File: src/rtl/font_loader_pkg.sv
// rtl/font_loader_pkg.sv - shared types and widths for the glyph-RAM font loader
package font_loader_pkg;

    localparam int ADDR_W = 9;
    localparam int DATA_W = 8;
    localparam int BANK_W = 4;
    localparam logic [7:0] SYNC_BYTE_DEFAULT = 8'hA5;

    typedef enum logic [3:0] {
        ST_IDLE,
        ST_BANK,
        ST_AHI,
        ST_ALO,
        ST_LHI,
        ST_LLO,
        ST_DATA,
        ST_CSUM,
        ST_DONE
    } state_t;

endpackage

File: src/rtl/font_loader_timeout.sv
// rtl/font_loader_timeout.sv - idle-cycle counter with clear/enable and terminal-count flag
module font_loader_timeout #(
    parameter int LIMIT = 1000000
) (
    input  logic clk,
    input  logic resetn,
    input  logic clear,
    input  logic enable,
    output logic expired
);

    localparam int CW = (LIMIT > 1) ? $clog2(LIMIT) : 1;
    localparam logic [CW-1:0] TERM = CW'(LIMIT - 1);

    logic [CW-1:0] count;

    // Saturates at the terminal value so the flag stays up until cleared.
    always_ff @(posedge clk or negedge resetn) begin
        if (!resetn) begin
            count <= '0;
        end else if (clear) begin
            count <= '0;
        end else if (enable && (count != TERM)) begin
            count <= count + 1'b1;
        end
    end

    assign expired = (count == TERM);

endmodule

File: src/rtl/font_loader.sv
// rtl/font_loader.sv - parses framed byte stream and drives the glyph EBR write port
module font_loader
    import font_loader_pkg::*;
#(
    parameter int NUM_BANKS      = 14,
    parameter logic [7:0] SYNC_BYTE = SYNC_BYTE_DEFAULT,
    parameter int TIMEOUT_CYCLES = 1000000
) (
    input  logic              clk,
    input  logic              resetn,
    input  logic [DATA_W-1:0] s_data,
    input  logic              s_valid,
    output logic              s_ready,
    output logic [BANK_W-1:0] wbank,
    output logic [ADDR_W-1:0] waddr,
    output logic [DATA_W-1:0] wdata,
    output logic              wen,
    output logic              done,
    output logic              status_ok
);

    localparam logic [DATA_W-1:0] NUM_BANKS_B = DATA_W'(NUM_BANKS);

    state_t state, state_next;

    logic              xfer;
    logic              idle_clear;
    logic              timed_out;
    logic              abort;
    logic [BANK_W-1:0] bank_r;
    logic              bank_ok;
    logic [ADDR_W-1:0] addr_r;
    logic              len_hi;
    logic [ADDR_W:0]   len_left;
    logic [DATA_W-1:0] sum;

    assign s_ready    = (state != ST_DONE);
    assign xfer       = s_valid && s_ready;
    assign idle_clear = xfer || (state == ST_IDLE) || (state == ST_DONE);
    // An accepted byte always beats an expiring idle counter.
    assign abort      = timed_out && !xfer && (state != ST_IDLE) && (state != ST_DONE);

    font_loader_timeout #(
        .LIMIT(TIMEOUT_CYCLES)
    ) u_timeout (
        .clk    (clk),
        .resetn (resetn),
        .clear  (idle_clear),
        .enable (!idle_clear),
        .expired(timed_out)
    );

    always_ff @(posedge clk or negedge resetn) begin
        if (!resetn) begin
            state <= ST_IDLE;
        end else begin
            state <= state_next;
        end
    end

    always_comb begin
        state_next = state;
        case (state)
            ST_IDLE: if (xfer && (s_data == SYNC_BYTE)) state_next = ST_BANK;
            ST_BANK: if (xfer) state_next = ST_AHI;
            ST_AHI:  if (xfer) state_next = ST_ALO;
            ST_ALO:  if (xfer) state_next = ST_LHI;
            ST_LHI:  if (xfer) state_next = ST_LLO;
            ST_LLO:  if (xfer) state_next = ST_DATA;
            ST_DATA: if (xfer && (len_left == (ADDR_W+1)'(1))) state_next = ST_CSUM;
            ST_CSUM: if (xfer) state_next = ST_DONE;
            ST_DONE: state_next = ST_IDLE;
            default: state_next = ST_IDLE;
        endcase
        if (abort) begin
            state_next = ST_IDLE;
        end
    end

    always_ff @(posedge clk or negedge resetn) begin
        if (!resetn) begin
            bank_r    <= '0;
            bank_ok   <= 1'b0;
            addr_r    <= '0;
            len_hi    <= 1'b0;
            len_left  <= '0;
            sum       <= '0;
            wen       <= 1'b0;
            wbank     <= '0;
            waddr     <= '0;
            wdata     <= '0;
            done      <= 1'b0;
            status_ok <= 1'b0;
        end else begin
            wen  <= 1'b0;
            done <= 1'b0;
            if (xfer) begin
                case (state)
                    ST_BANK: begin
                        bank_r  <= s_data[BANK_W-1:0];
                        bank_ok <= (s_data < NUM_BANKS_B);
                        sum     <= '0;
                    end
                    ST_AHI: addr_r[ADDR_W-1] <= s_data[0];
                    ST_ALO: addr_r[ADDR_W-2:0] <= s_data;
                    ST_LHI: len_hi <= s_data[0];
                    // A zero length field encodes a full 512-byte bank.
                    ST_LLO: len_left <= ({len_hi, s_data} == '0) ? (ADDR_W+1)'(512)
                                                                 : {1'b0, len_hi, s_data};
                    ST_DATA: begin
                        wen      <= bank_ok;
                        wbank    <= bank_r;
                        waddr    <= addr_r;
                        wdata    <= s_data;
                        addr_r   <= addr_r + 1'b1;
                        len_left <= len_left - 1'b1;
                        sum      <= sum + s_data;
                    end
                    ST_CSUM: begin
                        done      <= 1'b1;
                        status_ok <= (s_data == sum) && bank_ok;
                    end
                    default: ;
                endcase
            end
            if (abort) begin
                status_ok <= 1'b0;
            end
        end
    end

endmodule
File: config.mk
export PLATFORM = sky130hd
export DESIGN_NAME = font_loader
export DESIGN_NICKNAME = d
export VERILOG_FILES = /design/src/rtl/font_loader_pkg.sv /design/src/rtl/font_loader_timeout.sv /design/src/rtl/font_loader.sv
export SDC_FILE = /design/constraint.sdc
export NUM_CORES = 1
export LEC_CHECK = 0
export CORE_AREA = 2 2 87 89
export DETAILED_ROUTE_END_ITERATION = 8
export DIE_AREA = 0 0 89 91
export GPL_TIMING_DRIVEN = 0
export PLACE_DENSITY = 0.82
export SYNTH_ARGS = -nofsm -noshare
export SYNTH_HDL_FRONTEND = slang
export SYNTH_SLANG_ARGS = --single-unit
File: constraint.sdc
create_clock -name clk -period 4.2 [get_ports clk]
set_input_delay 0.84 -clock clk [delete_from_list [all_inputs] [get_ports clk]]
set_output_delay 0.84 -clock clk [all_outputs]
set_load 0.03 [all_outputs]
### Yosys cells after proc, flatten, opt, wreduce, memory -nomap -nowiden

Cells that the tools add are included.

* input port bits: 11
* output and inout bits: 25
* word-level logic and storage cells: 97
* bits in registers: 81

* order comparisons: 1
* muxes and demuxes: 24
* add/subtract/negate cells: 4
* eq/ne operators: 22
* reductions and logical operators: 31

Operators with widths (count)
* 20-bit 2-to-1 mux: 2
* 4-bit 2-to-1 mux: 9
* 4-bit case mux with 8 select lines: 1
* 8-bit case mux with 2 select lines: 2
* 3-bit inequality test (second input constant): 7
* 20-bit by 1-bit adder with 20-bit output (second input constant): 1
* 20-bit equality test (second input constant): 1
* 20-bit inequality test (second input constant): 1
* 10-bit case mux with 2 select lines: 1
* 4-bit by 3-bit equality test with 1-bit output (second input constant): 4
* 2-bit AND reduction: 8
* 2-bit nonzero test: 7
* 10-bit by 1-bit equality test with 1-bit output (second input constant): 1
* 10-bit 2-to-1 mux: 1
* 10-bit by 1-bit subtractor with 10-bit output (second input constant): 1
* 9-bit by 1-bit adder with 9-bit output (second input constant): 1
* 9-bit zero test: 1
* 8-bit adder: 1
* 4-bit by 2-bit equality test with 1-bit output (second input constant): 2
* 8-bit equality test: 1
* 8-bit equality test (second input constant): 1
* 1-bit logical AND: 8
* 8-bit by 4-bit < comparator with 1-bit output (second input constant): 1
* 8-bit AND reduction: 1
* other kinds (10): 18

### Longest topological paths before layout

Gate-level depths: netlist of the first run.

* depth in word-level cells: 8
* depth in mapped cells: 8
* gate-level depth less buffers: 8

### Cells and area by module

From an unflattened synthesis of the first run, not the netlist that was laid out.

* cell total of the unflattened synthesis: 483
* area, all modules: 4429.2 um^2

By module, submodules not included
* font_loader: cells each 369, sequential area each 1526.5 um^2, area each 3279.4 um^2, instances 1
* font_loader_timeout: cells each 114, sequential area each 500.5 um^2, area each 1149.9 um^2, instances 1

### Worst setup path before layout of the first run

OpenSTA, ideal clock, no wires.

* path kind: input-to-reg
* from: input s_data[0]
* to: register sum[6]
* library setup time: 0.121 ns
* stages on the path: 8
* data arrival time: 2.277 ns
* data required time: 4.079 ns
* path slack: 1.802 ns
* cell sequence: ha_1 fa_1 a21o_1 a21oi_1 o21bai_1 a21oi_1 xnor2_1 a22o_1

* cells in the longest elaborated chain, start to end: 2

RTL lines
* from (decl): RTL line font_loader.sv:11 `input logic [DATA_W-1:0] s_data,`
* 8-bit adder: RTL line font_loader.sv:117 `sum <= sum + s_data;`
* 8-bit case mux with 2 select lines: RTL line font_loader.sv:98 `case (state)`
* to (signal assigned): RTL line font_loader.sv:117
* to (decl): RTL line font_loader.sv:35 `logic [DATA_W-1:0] sum;`

No other way between the ends.
A chain may end at the register's enable or synchronous reset.

### Worst setup path in the final report of the first run

* from: input s_data[1]
* to: register sum[7]

Same word-level chain as after synthesis.

==> impl_metrics.env, run 1 <==
export IMPL_critical_path_slowest_cell="clkdlybuf4s50_1"
export IMPL_ys_flop_type="dfrtp_1"
export IMPL_worstSetupStartpointType="input port"
export IMPL_ys_async_sr_fraction=1.00
export IMPL_fmax_mhz=352
export IMPL_clk_latency_ns=0.36
export IMPL_numPortBuffers=34
export IMPL_grt_pass1_vias=3164
export IMPL_cts_setup_buffers=0
export IMPL_drt_drc_violations_left=0
export IMPL_track_usage=0.245
export IMPL_powerDensity_nw_per_um2=681
export IMPL_yosysSeqAreaShare=0.474
export IMPL_die_w_um=89
export IMPL_finalHoldViolCount=0
export IMPL_timing_reg2reg_setup_slack_ns=2.08
export IMPL_p_switching_mw=1.30
export IMPL_drv_slew=0
export IMPL_ys_seq_elements=81
export IMPL_cp_required_ns=4.48
export IMPL_seqPwrFrac=0.370
export IMPL_drt_total_wl_um=9230
export IMPL_num_io_pins=36
export IMPL_ys_warn_count=0
export IMPL_h_tree_depth=3
export IMPL_skew_ns=0.00574
export IMPL_worstPathMaxFanout=8
export IMPL_ant_nets=0
export IMPL_antenna_found_initial=0
export IMPL_synth_net_count=435
export IMPL_critPathArrivalTime_ns=3.12
export IMPL_maxCapViolCount=0
export IMPL_clockBufferDepth=2
export IMPL_outcome="finished clean"
export IMPL_grt_max_degree=72
export IMPL_core_area_um2=7140
export IMPL_instances_no_fill=562
export IMPL_path_class="input port to register"
export IMPL_grt_pass1_wl_um=15300
export IMPL_ctsResizeCount=0
export IMPL_max_stage_delay_ns=0.76
export IMPL_drt_first_pass_iters=5
export IMPL_clock_sinks=81
export IMPL_start_util=0.599
export IMPL_area_delta_synth_final_pct=17.3
export IMPL_vdd_drop_max_mv=0.451
export IMPL_wire_per_inst_um=16.4
export IMPL_gr_total_overflow=0
export IMPL_die_area_um2=8100
export IMPL_worst_slew_pin_slew_ns=0.559
export IMPL_hp_class="input port to asynchronous set/reset pin"
export IMPL_worstRegToRegCells=8
export IMPL_path_clk_slew_ns=0.08
export IMPL_insertedDiodeCount=0
export IMPL_internal_power_mw=2.12
export IMPL_cts_tree="built"
export IMPL_synth_cell_type_count=66
export IMPL_period_share=0.676
export IMPL_timing_rr_start="sum[0]"
export IMPL_holdWs_ns=0.311
export IMPL_syn_inst=412
export IMPL_die_h_um=91
export IMPL_root_buffer="clkbuf_8"
export IMPL_critPathCaptureType="register"
export IMPL_drt_iter0_drc=192
export IMPL_num_fill_cells=559
export IMPL_maxSlewHeadroom=0.626
export IMPL_nNetsFinal=481
export IMPL_synth_edff_count=0
export IMPL_drive_above_1_share=0.173
export IMPL_dp_hpwl_um=6400
export IMPL_switching_share=0.381
export IMPL_p_clk_frac=0.206
export IMPL_crit_chain="clkdlybuf4s50_1 > ha_1 > a211oi_1 > o21ai_0 > o31ai_1 > xor2_1 > a21oi_1 > o22ai_1"
export IMPL_dp_cells=546
export IMPL_syn_area_per_cell_um2=10.4
export IMPL_pwr_share_comb=0.423
export IMPL_synth_area_um2=4280
export IMPL_place_congestion=0.875
export IMPL_finalSetupViolCount=0
export IMPL_rsz0062_at_grt="no"
export IMPL_period_minus_slack_ns=2.84
export IMPL_rr_endpoint="sum[6]"
export IMPL_num_rows=31
export IMPL_via_per_inst=5.98
export IMPL_hold_buffers=0
export IMPL_cts_buffers=9
export IMPL_p_leak_nw=2.11
export IMPL_vias=3358
## cell usage after synthesis, types with 5 or more instances
cell type	count	share of area
a22o_1	10	0.020
xor2_1	11	0.023
buf_2	6	0.0070
mux2_2	26	0.068
dfrtp_1	81	0.47
o21ai_0	23	0.027
a21oi_1	29	0.034
or3_1	5	0.0073
nor3_1	9	0.011
nor4_1	5	0.0073
buf_4	6	0.011
ha_1	11	0.032
inv_1	9	0.0079
nand3_1	12	0.014
xnor2_1	9	0.018
nand2_1	31	0.027
o21ai_1	5	0.0059
nor2_1	38	0.033
## metal layers
layer | wire length, µm | GRT usage | up-vias
met2 | 4540 | 0.382 | 104
met5 | 0 | 0 | -
met1 | 4040 | 0.328 | 1651
li1 | - | - | 1582
met3 | 411 | 0.0545 | 21
met4 | 235 | 0.101 | 0
## area by class of cell
| type | count | area (µm²) | area share |
|---|---|---|---|
| plain buffers | 19 | 124 | 0.0247 |
| well taps | 99 | 124 | 0.0247 |
| inverters | 10 | 37.5 | 0.00748 |
| clock inverters | 6 | 114 | 0.0227 |
| repair buffers | 35 | 365 | 0.0728 |
| multi-input cells | 302 | 2090 | 0.416 |
| clock buffers | 10 | 138 | 0.0274 |
| flip-flops and latches | 81 | 2030 | 0.404 |
## flip-flops by register name, indices dropped and copies added, names as in the netlist
name and flops:
len_hi 1, wen 1, addr_r 9, bank_ok 1, state 4, sum 8
u_timeout.count 20, bank_r 4, waddr 9, status_ok 1, wdata 8, wbank 4
done 1, len_left 10
## critical path, delay by kind of cell
family	cells	cell delay [ns]
XOR/XNOR	1	0.21
buffers and inverters	1	0.76
AO/OA/AOI/OAI	5	0.95
adder cells (fa/ha/maj)	1	0.35
## per-stage QoR
step | utilization | TNS [ns] | power [mW] | instance area (µm²) | setup slack [ns]
final | 0.703 | 0 | 3.42 | 5020 | 1.36
after global routing | 0.703 | 0 | 3.62 | 5020 | 1.29
after CTS | 0.703 | 0 | 3.42 | 5020 | 1.44
after detailed placement | 0.668 | 0 | 2.71 | 4760 | 1.04
after global placement | 0.664 | -45.90 | 2.65 | 4740 | -0.571
after floorplan | - | 0 | 2.26 | 4280 | 1.80
## worst max-delay path by stage
stage | slack (ns) | to | start
after CTS | 1.44 | sum[6] | s_data[1]
after floorplan | 1.80 | sum[6] | s_data[0]
after global placement | -0.57 | sum[2] | resetn
after global routing | 1.29 | sum[6] | s_data[1]
final | 1.36 | sum[7] | s_data[1]
after detailed placement | 1.04 | sum[6] | s_data[1]
## power by group through the flow
stage	registers, mW	logic, mW	clock network [mW]
after global routing	1.30	1.57	0.750
final	1.27	1.45	0.705
after CTS	1.26	1.44	0.718
after detailed placement	1.27	1.43	0
after floorplan	1.42	0.834	0
after global placement	1.26	1.39	0
## layout by cell type (no fill, tap or decap), types with 6 or more instances in the layout
| master | n |
|---|---|
| nor2_1 | 38 |
| a22o_1 | 10 |
| mux2_2 | 26 |
| o21ai_0 | 23 |
| a21oi_1 | 29 |
| buf_4 | 7 |
| ha_1 | 11 |
| nand2_1 | 31 |
| xor2_1 | 11 |
| xnor2_1 | 9 |
| buf_2 | 6 |
| dfrtp_1 | 81 |
| clkbuf_8 | 10 |
| inv_1 | 9 |
| clkdlybuf4s50_1 | 33 |
| nand3_1 | 12 |
| nor3_1 | 9 |
## logic make-up (layout without fill, tap and decap cells)
logic type / count (synthesis) / in the layout / share of synthesized area
DFF: 81 / 81 / 0.474
AOI/OAI and AO/OA: 99 / 99 / 0.153
and+or+nand+nor: 144 / 144 / 0.187
buffers and inverters: 29 / 80 / 0.0377
xor gates and xnor gates: 20 / 20 / 0.0410
muxes: 27 / 27 / 0.0708
adders and majority gates: 12 / 12 / 0.0369
(Power assumes the default switching activity.)
==> run 2: changes to the inputs <==
- CORE_AREA: 2 2 87 89 -> 2 2 94 96
- DIE_AREA: 0 0 89 91 -> 0 0 96 98
- PLACE_DENSITY: 0.82 -> 0.74
- clock period: 4.2 -> 2.45 ns (I/O delays scaled with it)
==> run 2 against run 1 <==
  * Worst setup slack lost 1.3 ns
  * Via count down 2.5%
  * Clock-buffer cell count shrank 1
  * Highest routed layer unchanged
  * Power up 67%
  * Clock power grew 52%
  * Flip-flop and latch count unchanged
  * First-iteration DRC count decreased by 21%
==> impl_metrics.env, run 2 (synthesis results as in run 1) <==
export IMPL_outcome="finished clean"
export IMPL_drt_first_pass_iters=4
export IMPL_cts_tree="built"
export IMPL_ctsResizeCount=0
export IMPL_regMostFlops="u_timeout.count"
export IMPL_drt_drc_violations_left=0
export IMPL_die_w_um=96
export IMPL_h_tree_depth=3
export IMPL_worst_slew_pin_slew_ns=0.599
export IMPL_nNetsFinal=481
export IMPL_rsz0062_at_grt="no"
export IMPL_maxSlewHeadroom=0.599
export IMPL_core_area_um2=8470
export IMPL_path_clk_slew_ns=0.09
export IMPL_start_util=0.505
export IMPL_worstPathMaxFanout=3
export IMPL_skew_ns=0.0110
export IMPL_worstSetupStartpointType="input port"
export IMPL_finalSetupViolCount=0
export IMPL_layout_common_cells="dfrtp_1 (81), nor2_1 (38), nand2_1 (31), clkdlybuf4s50_1 (31), a21oi_1 (29)"
export IMPL_cp_required_ns=2.69
export IMPL_grt_pass1_vias=3254
export IMPL_worstRegToRegCells=8
export IMPL_cts_buffers=9
export IMPL_rr_endpoint="sum[6]"
export IMPL_root_buffer="clkbuf_8"
export IMPL_ant_nets=0
export IMPL_drt_total_wl_um=9350
export IMPL_antenna_found_initial=0
export IMPL_num_io_pins=36
export IMPL_hold_buffers=0
export IMPL_clk_latency_ns=0.35
export IMPL_vias=3275
export IMPL_layout_commonest_cell="dfrtp_1"
export IMPL_cp_common_cell="a21oi_1"
export IMPL_grt_pass1_wl_um=15800
export IMPL_timing_reg2reg_setup_slack_ns=0.32
export IMPL_numPortBuffers=34
export IMPL_gr_total_overflow=0
export IMPL_multi_input_area_um2=2090
export IMPL_critical_path_slowest_cell="clkdlybuf4s50_1"
export IMPL_finalHoldViolCount=0
export IMPL_crit_chain="clkdlybuf4s50_1 > ha_1 > fa_1 > a21o_1 > a21oi_1 > o21bai_1 > a21oi_1 > xnor2_1 > a22o_1"
export IMPL_place_congestion=0.877
export IMPL_track_usage=0.215
export IMPL_hp_class="input port to asynchronous set/reset pin"
export IMPL_maxCapViolCount=0
export IMPL_max_stage_delay_ns=0.44
export IMPL_grt_max_degree=62
export IMPL_p_leak_nw=2.12
export IMPL_drt_iter0_drc=152
export IMPL_num_rows=34
export IMPL_largest_registers="u_timeout.count x20, len_left x10"
export IMPL_regArea_um2=2030
export IMPL_clock_sinks=81
export IMPL_fmax_mhz=427
export IMPL_cts_setup_buffers=0
export IMPL_largest_reg_flops=20
export IMPL_via_per_inst=5.75
export IMPL_dp_hpwl_um=6570
export IMPL_critPathCaptureType="register"
export IMPL_setup_slack_ns=0.110
export IMPL_drive_above_1_share=0.171
export IMPL_clockBufferDepth=2
export IMPL_critPathArrivalTime_ns=2.58
export IMPL_drv_slew=0
export IMPL_period_share=0.955
export IMPL_insertedDiodeCount=0
export IMPL_powerDensity_nw_per_um2=1140
export IMPL_path_class="input port to register"
export IMPL_period_minus_slack_ns=2.34
export IMPL_holdWs_ns=0.0177
export IMPL_pre_cts_slack_ns=-0.368
export IMPL_wire_per_inst_um=16.4
export IMPL_p_total_mw=5.70
export IMPL_vdd_drop_max_mv=0.698
export IMPL_area_delta_synth_final_pct=16.9
export IMPL_die_h_um=98
export IMPL_timing_rr_start="sum[0]"
export IMPL_num_fill_cells=686
export IMPL_die_area_um2=9410
==> run 2: worst max-delay path: cells and delay by family <==
| family | cells | cell delay, ns |
|---|---|---|
| AO/OA/AOI/OAI | 5 | 0.88 |
| buffers and inverters | 1 | 0.44 |
| adder cells (fa/ha/maj) | 2 | 0.67 |
| XOR/XNOR | 1 | 0.10 |
==> run 2: per-stage QoR <==
stage | TNS [ns] | instance area, µm² | std cells | utilization
6_report | 0 | 5000 | 570 | 0.590
5_1_grt | 0 | 5000 | 570 | 0.590
4_1_cts | 0 | 4990 | 570 | 0.590
3_5_place_dp | -0.737 | 4780 | 555 | 0.564
3_3_place_gp | -163.24 | 4750 | 554 | 0.561
2_1_floorplan | 0 | 4280 | 412 | -
==> run 2: layout make-up <==
class,instances,share of cell area
Buffer,19,0.0248
Clock buffer,9,0.0248
Clock inverter,6,0.0185
Inverter,10,0.00751
Multi-Input combinational cell,302,0.418
Sequential cell,81,0.406
Tap cell,108,0.0270
Timing Repair Buffer,35,0.0741
==> run 2: worst max path at each step <==
stage / end / startpoint / slack [ns]
6_report: sum[6] / s_data[0] / 0.11
2_1_floorplan: sum[6] / s_data[0] / 0.40
4_1_cts: sum[7] / s_data[1] / 0.004
3_3_place_gp: sum[2] / resetn / -2.01
3_5_place_dp: sum[7] / s_data[1] / -0.37
5_1_grt: s_ready / state[1] / 0.04
==> run 2: power by group <==
| part | internal, mW | total [mW] | switching [mW] |
|---|---|---|---|
| Sequential | 1.80 | 2.17 | 0.374 |
| Combinational | 1.12 | 2.46 | 1.34 |
| Clock | 0.573 | 1.07 | 0.497 |
==> run 2: metal layers <==
metal | wire (µm) | vias to the layer above | part of all wire | global-route usage
met5 | 0 | - | 0 | 0
met4 | 109 | 0 | 0.012 | 0.0659
met3 | 358 | 9 | 0.038 | 0.0502
met2 | 4460 | 73 | 0.48 | 0.332
met1 | 4420 | 1615 | 0.47 | 0.301
li1 | - | 1578 | - | -
==> run 3: changes to the inputs <==
- CAP_MARGIN: default -> 20
==> results of run 3 <==
Final layout, timing and power as in run 2 (identical DEF).
